--- src/rtl/uq_tdd_pkg.sv ---
// Shared types and constants for the TDD RF front-end sequencer.
// States, force_mode codes, default guard-delay width and small state
// classification helpers used by the sequencer and its bench.
package uq_tdd_pkg;

  // Default width of the guard-delay fields, in clk cycles.
  localparam int DLY_W_DEF = 10;

  // Sequencer states. Guard states are named by direction (D2U = DL to UL)
  // and by phase (_SW = waiting before the switch moves, _EN = waiting
  // before the amplifier is enabled).
  typedef enum logic [2:0] {
    OFF    = 3'd0,
    DL     = 3'd1,
    D2U_SW = 3'd2,
    D2U_EN = 3'd3,
    UL     = 3'd4,
    U2D_SW = 3'd5,
    U2D_EN = 3'd6
  } tdd_state_e;

  // force_mode input codes.
  typedef enum logic [1:0] {
    FORCE_NONE = 2'd0,
    FORCE_DL   = 2'd1,
    FORCE_UL   = 2'd2,
    FORCE_OFF  = 2'd3
  } force_mode_e;

  // True in any state where a guard interval is running.
  function automatic logic is_guard(input tdd_state_e s);
    return (s == D2U_SW) || (s == D2U_EN) || (s == U2D_SW) || (s == U2D_EN);
  endfunction

  // True in the guard states that precede a switch change.
  function automatic logic is_sw_guard(input tdd_state_e s);
    return (s == D2U_SW) || (s == U2D_SW);
  endfunction

  // True in the guard states heading towards UL.
  function automatic logic is_d2u(input tdd_state_e s);
    return (s == D2U_SW) || (s == D2U_EN);
  endfunction

endpackage

--- src/rtl/uq_tdd_guard_cnt.sv ---
// Guard interval counter for the TDD RF sequencer.
// A load pulse clears the count and captures the delay; done is high once
// the count equals the captured delay, so an interval lasts dly+1 cycles.
module uq_tdd_guard_cnt
  import uq_tdd_pkg::*;
#(
  parameter int DLY_W = DLY_W_DEF
) (
  input  logic             clk,
  input  logic             i_rst_n,
  input  logic             load,
  input  logic [DLY_W-1:0] dly,
  output logic             done
);

  logic [DLY_W-1:0] cnt_q, cnt_d;
  logic [DLY_W-1:0] dly_q, dly_d;

  assign done = (cnt_q == dly_q);

  // Next count: restart on load, otherwise count up and park at the limit.
  always_comb begin
    // NOTE: every always_comb output gets a default first so no path can
    // leave it unassigned and infer a latch.
    cnt_d = cnt_q;
    dly_d = dly_q;
    if (load) begin
      cnt_d = '0;
      dly_d = dly;
    end else if (!done) begin
      cnt_d = cnt_q + DLY_W'(1);
    end
  end

  // Count and captured delay registers.
  always_ff @(posedge clk or negedge i_rst_n) begin
    // NOTE: sequential state uses non-blocking assignments so every register
    // samples pre-edge values regardless of process ordering.
    if (!i_rst_n) begin
      cnt_q <= '0;
      dly_q <= '0;
    end else begin
      cnt_q <= cnt_d;
      dly_q <= dly_d;
    end
  end

endmodule

--- src/rtl/uq_tdd_rf_seq.sv ---
// TDD RF front-end sequencer: drives the DL power amplifier, the UL LNA and
// the TX/RX RF switch from the TDD pattern, inserting an amplifier-off to
// switch guard and a switch to amplifier-on guard on every direction change.
// Optional build macro UQ_TDD_RF_SEQ_STAT_EN adds a saturating abort_cnt
// output (guard reversals) with synchronous clear input stat_clr.
module uq_tdd_rf_seq
  import uq_tdd_pkg::*;
#(
  parameter int DLY_W = DLY_W_DEF
) (
  input  logic             clk,
  input  logic             i_rst_n,
  input  logic             tdd_out,
  input  logic             tsync_valid,
  input  logic             gate_on_invalid,
  input  logic [1:0]       force_mode,
  input  logic [DLY_W-1:0] sw_dly,
  input  logic [DLY_W-1:0] en_dly,
`ifdef UQ_TDD_RF_SEQ_STAT_EN
  input  logic             stat_clr,
  output logic [15:0]      abort_cnt,
`endif
  output logic             pa_en,
  output logic             lna_en,
  output logic             rf_sw_tx,
  output logic             seq_busy
);

  tdd_state_e       state_q, state_d;
  logic             tdd_q;
  logic             pa_q, pa_d;
  logic             lna_q, lna_d;
  logic             rf_q, rf_d;
  logic             busy_q, busy_d;
  logic             go_off;
  logic             dl_req;
  logic             cnt_load;
  logic [DLY_W-1:0] cnt_dly;
  logic             cnt_done;

  uq_tdd_guard_cnt #(.DLY_W(DLY_W)) u_guard (
    .clk     (clk),
    .i_rst_n (i_rst_n),
    .load    (cnt_load),
    .dly     (cnt_dly),
    .done    (cnt_done)
  );

  // Next state: kill switch first, then direction reversals, then guard expiry.
  always_comb begin
    state_d = state_q;
    go_off  = (force_mode == FORCE_OFF) || (gate_on_invalid && !tsync_valid);
    unique case (force_mode)
      FORCE_DL: dl_req = 1'b1;
      FORCE_UL: dl_req = 1'b0;
      default:  dl_req = tdd_q;
    endcase

    if (go_off) begin
      state_d = OFF;
    end else begin
      unique case (state_q)
        OFF:     state_d = dl_req ? U2D_SW : D2U_SW;
        DL:      if (!dl_req) state_d = D2U_SW;
        // Switch still on TX: only the PA-on guard is needed to go back.
        D2U_SW:  if (dl_req) state_d = U2D_EN;
                 else if (cnt_done) state_d = D2U_EN;
        // Switch already on RX: going back needs a full switch guard.
        D2U_EN:  if (dl_req) state_d = U2D_SW;
                 else if (cnt_done) state_d = UL;
        UL:      if (dl_req) state_d = U2D_SW;
        U2D_SW:  if (!dl_req) state_d = D2U_EN;
                 else if (cnt_done) state_d = U2D_EN;
        U2D_EN:  if (!dl_req) state_d = D2U_SW;
                 else if (cnt_done) state_d = DL;
        default: state_d = OFF;
      endcase
    end

    // Every entry into a guard state restarts the counter with a fresh delay.
    cnt_load = is_guard(state_d) && (state_d != state_q);
    cnt_dly  = is_sw_guard(state_d) ? sw_dly : en_dly;
  end

  // Output decode from the next state so every output is a plain register.
  always_comb begin
    pa_d   = (state_d == DL);
    lna_d  = (state_d == UL);
    busy_d = is_guard(state_d);
    // The switch only moves when a switch guard completes (or on a reversal
    // whose switch position is already correct); it holds during _SW states.
    unique case (state_d)
      OFF:     rf_d = 1'b0;
      DL:      rf_d = 1'b1;
      UL:      rf_d = 1'b0;
      U2D_EN:  rf_d = 1'b1;
      D2U_EN:  rf_d = 1'b0;
      default: rf_d = rf_q;
    endcase
  end

  // State, sampled TDD pattern and output registers.
  always_ff @(posedge clk or negedge i_rst_n) begin
    if (!i_rst_n) begin
      state_q <= OFF;
      tdd_q   <= 1'b0;
      pa_q    <= 1'b0;
      lna_q   <= 1'b0;
      rf_q    <= 1'b0;
      busy_q  <= 1'b0;
    end else begin
      state_q <= state_d;
      tdd_q   <= tdd_out;
      pa_q    <= pa_d;
      lna_q   <= lna_d;
      rf_q    <= rf_d;
      busy_q  <= busy_d;
    end
  end

  assign pa_en    = pa_q;
  assign lna_en   = lna_q;
  assign rf_sw_tx = rf_q;
  assign seq_busy = busy_q;

`ifdef UQ_TDD_RF_SEQ_STAT_EN
  logic        abort_evt;
  logic [15:0] abort_cnt_q, abort_cnt_d;

  // A reversal is a guard-to-guard move that flips the direction.
  assign abort_evt = is_guard(state_q) && is_guard(state_d) &&
                     (is_d2u(state_q) != is_d2u(state_d));

  // Saturating reversal counter with synchronous clear taking priority.
  always_comb begin
    abort_cnt_d = abort_cnt_q;
    if (stat_clr) begin
      abort_cnt_d = '0;
    end else if (abort_evt && (abort_cnt_q != 16'hFFFF)) begin
      abort_cnt_d = abort_cnt_q + 16'd1;
    end
  end

  // Reversal counter register.
  always_ff @(posedge clk or negedge i_rst_n) begin
    if (!i_rst_n) begin
      abort_cnt_q <= '0;
    end else begin
      abort_cnt_q <= abort_cnt_d;
    end
  end

  assign abort_cnt = abort_cnt_q;
`endif

endmodule

--- config.mk ---
export PLATFORM = sky130hd
export DESIGN_NAME = uq_tdd_rf_seq
export DESIGN_NICKNAME = d
export VERILOG_FILES = /design/src/rtl/uq_tdd_pkg.sv /design/src/rtl/uq_tdd_guard_cnt.sv /design/src/rtl/uq_tdd_rf_seq.sv
export SDC_FILE = /design/constraint.sdc
export NUM_CORES = 1
export LEC_CHECK = 0
export ABC_AREA = 1
export CAP_MARGIN = 15
export CORE_UTILIZATION = 53
export DETAILED_ROUTE_END_ITERATION = 7
export HOLD_SLACK_MARGIN = 0.1
export PLACE_DENSITY = 0.8
export SYNTH_ARGS = -nofsm -noshare
export SYNTH_HDL_FRONTEND = slang
export SYNTH_SLANG_ARGS = --single-unit
--- constraint.sdc ---
create_clock -name clk -period 4.3 [get_ports clk]
set_input_delay 0.86 -clock clk [delete_from_list [all_inputs] [get_ports clk]]
set_output_delay 0.86 -clock clk [all_outputs]
set_load 0.02 [all_outputs]
======== Word level (Yosys, flattened, before mapping) ========
Index checks and enable logic that the tools add are counted.
word-level totals
  logic and storage cells ................. 58
  register bits after elaboration ......... 28
operators by class
  reductions and logical operators ........ 13
  equal/unequal tests ..................... 18
  add/subtract/negate cells ............... 1
  multiplexer cells ....................... 18
operators by type and width
  cell                                                                   number
  3-bit two-way mux                                                      12
  10-bit two-way mux                                                     3
  3-bit case mux with 7 select lines                                     1
  3-bit equality test, second input constant                             6
  3-bit by 2-bit equality test with 1-bit output, second input constant  4
  10-bit by 1-bit adder with 10-bit output, second input constant        1
  10-bit equality test                                                   1
  3-bit by 1-bit equality test with 1-bit output, second input constant  2
  3-bit logical NOT                                                      2
  1-bit logical OR                                                       5
  2-bit equality test, second input constant                             2
  1-bit case mux with 2 select lines                                     2
  3-bit != test                                                          1
  3-bit OR reduction                                                     1
  2-bit by 1-bit equality test with 1-bit output, second input constant  1
  1-bit logical AND                                                      2
  2-bit != test, second input constant                                   1
  2-bit nonzero test                                                     1
  2-bit OR reduction                                                     1
  1-bit logical NOT                                                      1

======== Longest topological paths before layout ========
  depth in word-level cells ............... 11
  depth in mapped cells ................... 20

======== By module ========
Synthesis repeated with hierarchy kept, for this count alone.
second synthesis, totals
  cells, all modules ...................... 312
  area, all modules ....................... 2174.6 um2
modules (own cells, without submodules)
  module            area an instance (um2)  times used  cells each
  uq_tdd_guard_cnt  1251.2                  1           183
  uq_tdd_rf_seq     923.4                   1           129

======== Worst setup path before layout ========
No wires, ideal clock.
  path kind ............................... input to register
  start point ............................. in force_mode[1]
  end point ............................... reg u_guard.dly_q[1]
  data arrival time ....................... 2512 ps
  library setup time ...................... 116 ps
  setup slack ............................. 1671 ps
  stages .................................. 20
  cells stage by stage .................... inv_1 -> ha_1 -> inv_1 -> nand2_1 -> nand2_1 -> inv_1 -> nand2_1 -> o21ai_0 -> nor2_1 -> nand2_1 -> nand2_2 -> nand2_1 -> nand2_1 -> nor2_1 -> nand2_2 -> nand2_4 -> inv_6 -> buf_12 -> nand2_1 -> nand2_1
on the way
  longest elaborated chain between the ends .. 10
  elaborated cells on any way between the ends .. 25
  classes of those cells .................. 8 x eq/ne; 11 x mux; 6 x reduce/logical
RTL lines
  item                                                                                          RTL line                            text
  start, declared                                                                               uq_tdd_rf_seq.sv:16                 input logic [1:0] force_mode,
  2-bit equality test / 2-bit by 1-bit equality test with 1-bit output (equally long branches)  uq_tdd_rf_seq.sv:53                 unique case (force_mode)
  1-bit case mux with 2 select lines                                                            uq_tdd_rf_seq.sv:53
  3-bit two-way mux, or another cell as far along                                               uq_tdd_rf_seq.sv:74                 U2D_EN: if (!dl_req) state_d = D2U_SW;
  3-bit case mux with 7 select lines                                                            uq_tdd_rf_seq.sv:62                 unique case (state_q)
  3-bit two-way mux *                                                                           uq_tdd_rf_seq.sv:59                 if (go_off) begin
  3-bit by 2-bit equality test with 1-bit output, on equally long branches                      uq_tdd_pkg.sv:32, uq_tdd_pkg.sv:37
  1-bit logical OR (3 in series)                                                                uq_tdd_pkg.sv:32                    return (s == D2U_SW) || (s == D2U_EN) || (s == U2D_SW) || (s == U2D_EN);
  1-bit logical AND                                                                             uq_tdd_rf_seq.sv:81                 cnt_load = is_guard(state_d) && (state_d != state_q);
  end signal, assigned                                                                          uq_tdd_guard_cnt.sv:44              dly_q <= dly_d;
  end, declared                                                                                 uq_tdd_guard_cnt.sv:17              logic [DLY_W-1:0] dly_q, dly_d;
Mark *: on every way between the ends. The rest lies on a longest branch, timed or not.
A chain may end at the register's enable or synchronous reset.

======== Worst setup path after layout ========
  start point ............................. in force_mode[1]
  end point ............................... reg u_guard.dly_q[9]
The elaborated chain is that of the path after synthesis.

==> summary.md <==
| Metric | Value |
|---|---|
| Port Buf Inserts | 30 |
| Top cell by count, worst path | nand2_1 |
| CP Buf/Inv Count | 4 |
| I/O pin count | 31 |
| Max Cap Viol | 0 |
| Hold Crit Class | flop to flop |
| Row Count | 21 |
| Largest net degree at the start of global routing | 29 |
| Antenna cells | 0 |
| Kind of critical path | input port to flop |
| Synth area leader | dfrtp_1 |
| Area delta synth->final | 18.60% |
| Placed cell area | 2163 sq um |
| Count of final setup violators | 0 |
| Flop-to-flop setup slack | 1.75 ns |
| Count of final hold-check violations | 0 |
| Pre-antenna DRT Iters | 4 |
| WP data required | 4.57 ns |
| Crit path cell chain | clkdlybuf4s50_1, inv_1, ha_1, inv_1, nand2_1, nand2_1, inv_1, nand2_1, o21ai_0, nor2_1, nand2_1, nand2_2, nand4_1, nand2_1, nand2_1, nand2_1, nand2_1, nand2_1 |
| Distinct cells, synth | 30 |
| FF-to-FF End | u_guard.dly_q[9] |
| Worst-Margin Slew | 0.4339 ns |
| CTS clk-pin slew, worst paths | 0.15 ns |
| RSZ-0062 raised after global routing | no |
| Die footprint | 3717 sq um |
| Hold path endpoint | u_guard.dly_q[4] |
| Clk_lat worst skew | 0.33 ns |
| Chip width | 60.97 um |
| GRT overflow | 0 |
| CP peak stage delay | 0.48 ns |
| Worst hold stages | 2 |
| Max rail drop VDD | 0.0003708 V |
| Core ar. | 3337 sq um |
| Total CTS buffers | 3 |
| TNS Setup | 0 ns |
| CP Max Fanout | 11 |
| WL/cell | 11.50 um |
| CTS tree | done |
| Setup Buffers After CTS | 0 |
| Slew Viols, Final | 0 |
| DR iter-0 viols | 63 |
| Final WL | 3876 um |
| H-tree levels | 1 |
| Hold-fix buffers, CTS | 0 |
| Clock Skew | 0.01039 ns |
| Total power | 1.293 mW |
| Longest Clk Path Bufs | 2 |
| Synthesis Warnings | 0 |
| Crit share post-route | 77.45% |
| Layout cells sized above 1 | 11.34% |
| Area contributors post-synth | dfrtp_1, nand2_1, inv_1 |
| Min-delay src | u_guard.dly_q[4] |
| FF+latch count, synth | 28 |
| Cts repair resizes | 0 |
| R2R cell count | 16 |
| Post-synth top area share | 38.02% |
| Starting Density | 55.23% |
| Worst setup SP type | input port |
| Nets | 323 |
| Syn_nets | 292 |
| Relative slew slack | 71.07% |
| Vias in the first global route | 1,476 |
| Min Tclk post-route | 3.330 ns |
| Cell Area, Synth | 1843 sq um |
| Fin area | 2186 sq um |
| Gr usage total | 23.56% |
| Post-DP HPWL | 3016 um |
| Die H | 60.97 um |
| Number of routed nets with antenna violations | 0 |
| RR Startpoint | u_guard.cnt_q[7] |
| Register area share after synthesis | 38.02% |
| Static Leak | 1.168 nW |
| CP max-delay cell | clkdlybuf4s50_1 |
| Nature of the critical path endpoint | flop |
| Root Driver | clkbuf_4 |
| Gp weighted congestion | 0.9883 |
| Power density cells | 591.7 nW/um^2 |
| Fmax | 300.3 MHz |
| Syn Inst Count | 262 |
| CTS Sinks | 28 |
| Status | completed |
| DRC viols | 0 |
| Post-synthesis average cell area | 7.034 sq um |
| Vias per Instance | 4.819 |
| Top Family by Delay on Critical Path | simple AND/OR/NAND/NOR gates |
| Total number of vias | 1,624 |
| First-pass GRT wire length | 6368 um |
| Initial antenna violation count | 0 |
| Critical Path AT | 3.60 ns |
how the worst max path moves through the flow:
stage,cells after the start,slack [ns],endpoint,from
final,18,0.97,u_guard.dly_q[9],force_mode[1]
after global placement,18,0.79,u_guard.dly_q[6],force_mode[1]
after floorplan,20,1.67,u_guard.dly_q[1],force_mode[1]
after CTS,18,1.01,u_guard.dly_q[9],force_mode[1]
after detailed placement,18,0.65,u_guard.dly_q[9],force_mode[1]
after global routing,18,0.60,u_guard.dly_q[9],force_mode[1]
registers in the layout, summed over array words and instances, names as in the netlist:
| signal | count |
|---|---|
| tdd_q | 1 |
| rf_sw_tx | 1 |
| lna_en | 1 |
| u_guard.cnt_q | 10 |
| seq_busy | 1 |
| pa_en | 1 |
| u_guard.dly_q | 10 |
| state_q | 3 |
kinds of logic after synthesis:
family | after synthesis | synth area share [%]
fa+ha+maj | 3 | 2.037
xor+xnor | 8 | 3.802
simple gates | 172 | 42.77
buf+inv | 39 | 9.640
flops | 28 | 38.02
compound gates | 12 | 3.734
worst reg2reg max path: stages, from the launching register on:
cell and delay (ns):
dfrtp_1 0.43, inv_2 0.06, nand2_1 0.05, nand2_1 0.05, nor2_1 0.13, nand3_2 0.15
nor2_8 0.21, nor2_1 0.06, nor2_1 0.08, nand2_1 0.08, nand2_2 0.13, nand4_1 0.37
nand2_1 0.43, nand2_1 0.09, nand2_1 0.08, nand2_1 0.05, nand2_1 0.07
final cells by class:
| class | count | area, sq um |
|---|---|---|
| fillers | 320 | 1151 |
| multi-input cells | 195 | 964.7 |
| flip-flops and latches | 28 | 700.7 |
| repair buffers | 31 | 307.8 |
| inverters | 34 | 132.6 |
| well taps | 46 | 57.56 |
| clock buffers | 3 | 22.52 |
synth_stat cells:
cell type / count
a21oi_2: 1
inv_2: 3
nor2_2: 10
buf_12: 1
xnor2_1: 2
o211ai_1: 1
o21ai_1: 2
nor2_8: 1
xor2_1: 6
ha_1: 3
clkinv_1: 1
nor2_4: 1
nor2_1: 20
nor3_1: 2
or2_2: 1
nand3_4: 1
nand2_1: 105
inv_1: 29
nand2_2: 5
o31ai_1: 1
nand4_1: 2
nand3_1: 19
a21oi_1: 3
o21ai_0: 4
buf_4: 2
dfrtp_1: 28
buf_2: 2
inv_6: 1
nand2_4: 2
nand3_2: 3
placed cells by master, fill, tap and decap left out:
cell type,n
clkbuf_4,3
clkinv_1,1
inv_2,3
nand3_4,1
dfrtp_1,28
xor2_1,6
nor2_1,20
nor2_2,10
buf_4,1
o21ai_0,4
inv_6,1
nand3_2,3
clkdlybuf4s50_1,30
inv_1,29
xnor2_1,2
nand2_4,2
a21oi_1,3
ha_1,3
or2_2,1
nor2_4,1
nor2_8,1
a21oi_2,1
nand2_2,5
nor3_1,2
o21ai_1,2
nand2_1,105
o211ai_1,1
nand4_1,2
o31ai_1,1
nand3_1,19
metal layers:
| metal | GRT usage, % | share of wire [%] | vias up |
|---|---|---|---|
| li1 | - | - | 859 |
| met4 | 5.195 | 1.2 | 0 |
| met2 | 41.76 | 50 | 37 |
| met1 | 29.37 | 45 | 724 |
| met5 | 0 | 0 | - |
| met3 | 5.117 | 3.4 | 4 |
per-stage QoR:
| stage | util (%) | setup WS, ns | hold WS (ns) | std cells |
|---|---|---|---|---|
| floorplan | - | 1.671 | 0.4695 | 262 |
| global placement | 64.83 | 0.7867 | 0.4883 | 334 |
| detailed placement | 64.83 | 0.6493 | 0.4934 | 334 |
| CTS | 65.50 | 1.010 | 0.5303 | 337 |
| global route | 65.50 | 0.5997 | 0.5392 | 337 |
| finish | 65.50 | 0.9698 | 0.5264 | 337 |
where the power goes:
| group | internal, mW | switching [mW] |
|---|---|---|
| registers | 0.355 | 0.0790 |
| clock network | 0.0329 | 0.0761 |
| logic | 0.264 | 0.486 |
| total | 0.652 | 0.641 |
(Power assumes the default switching activity.)
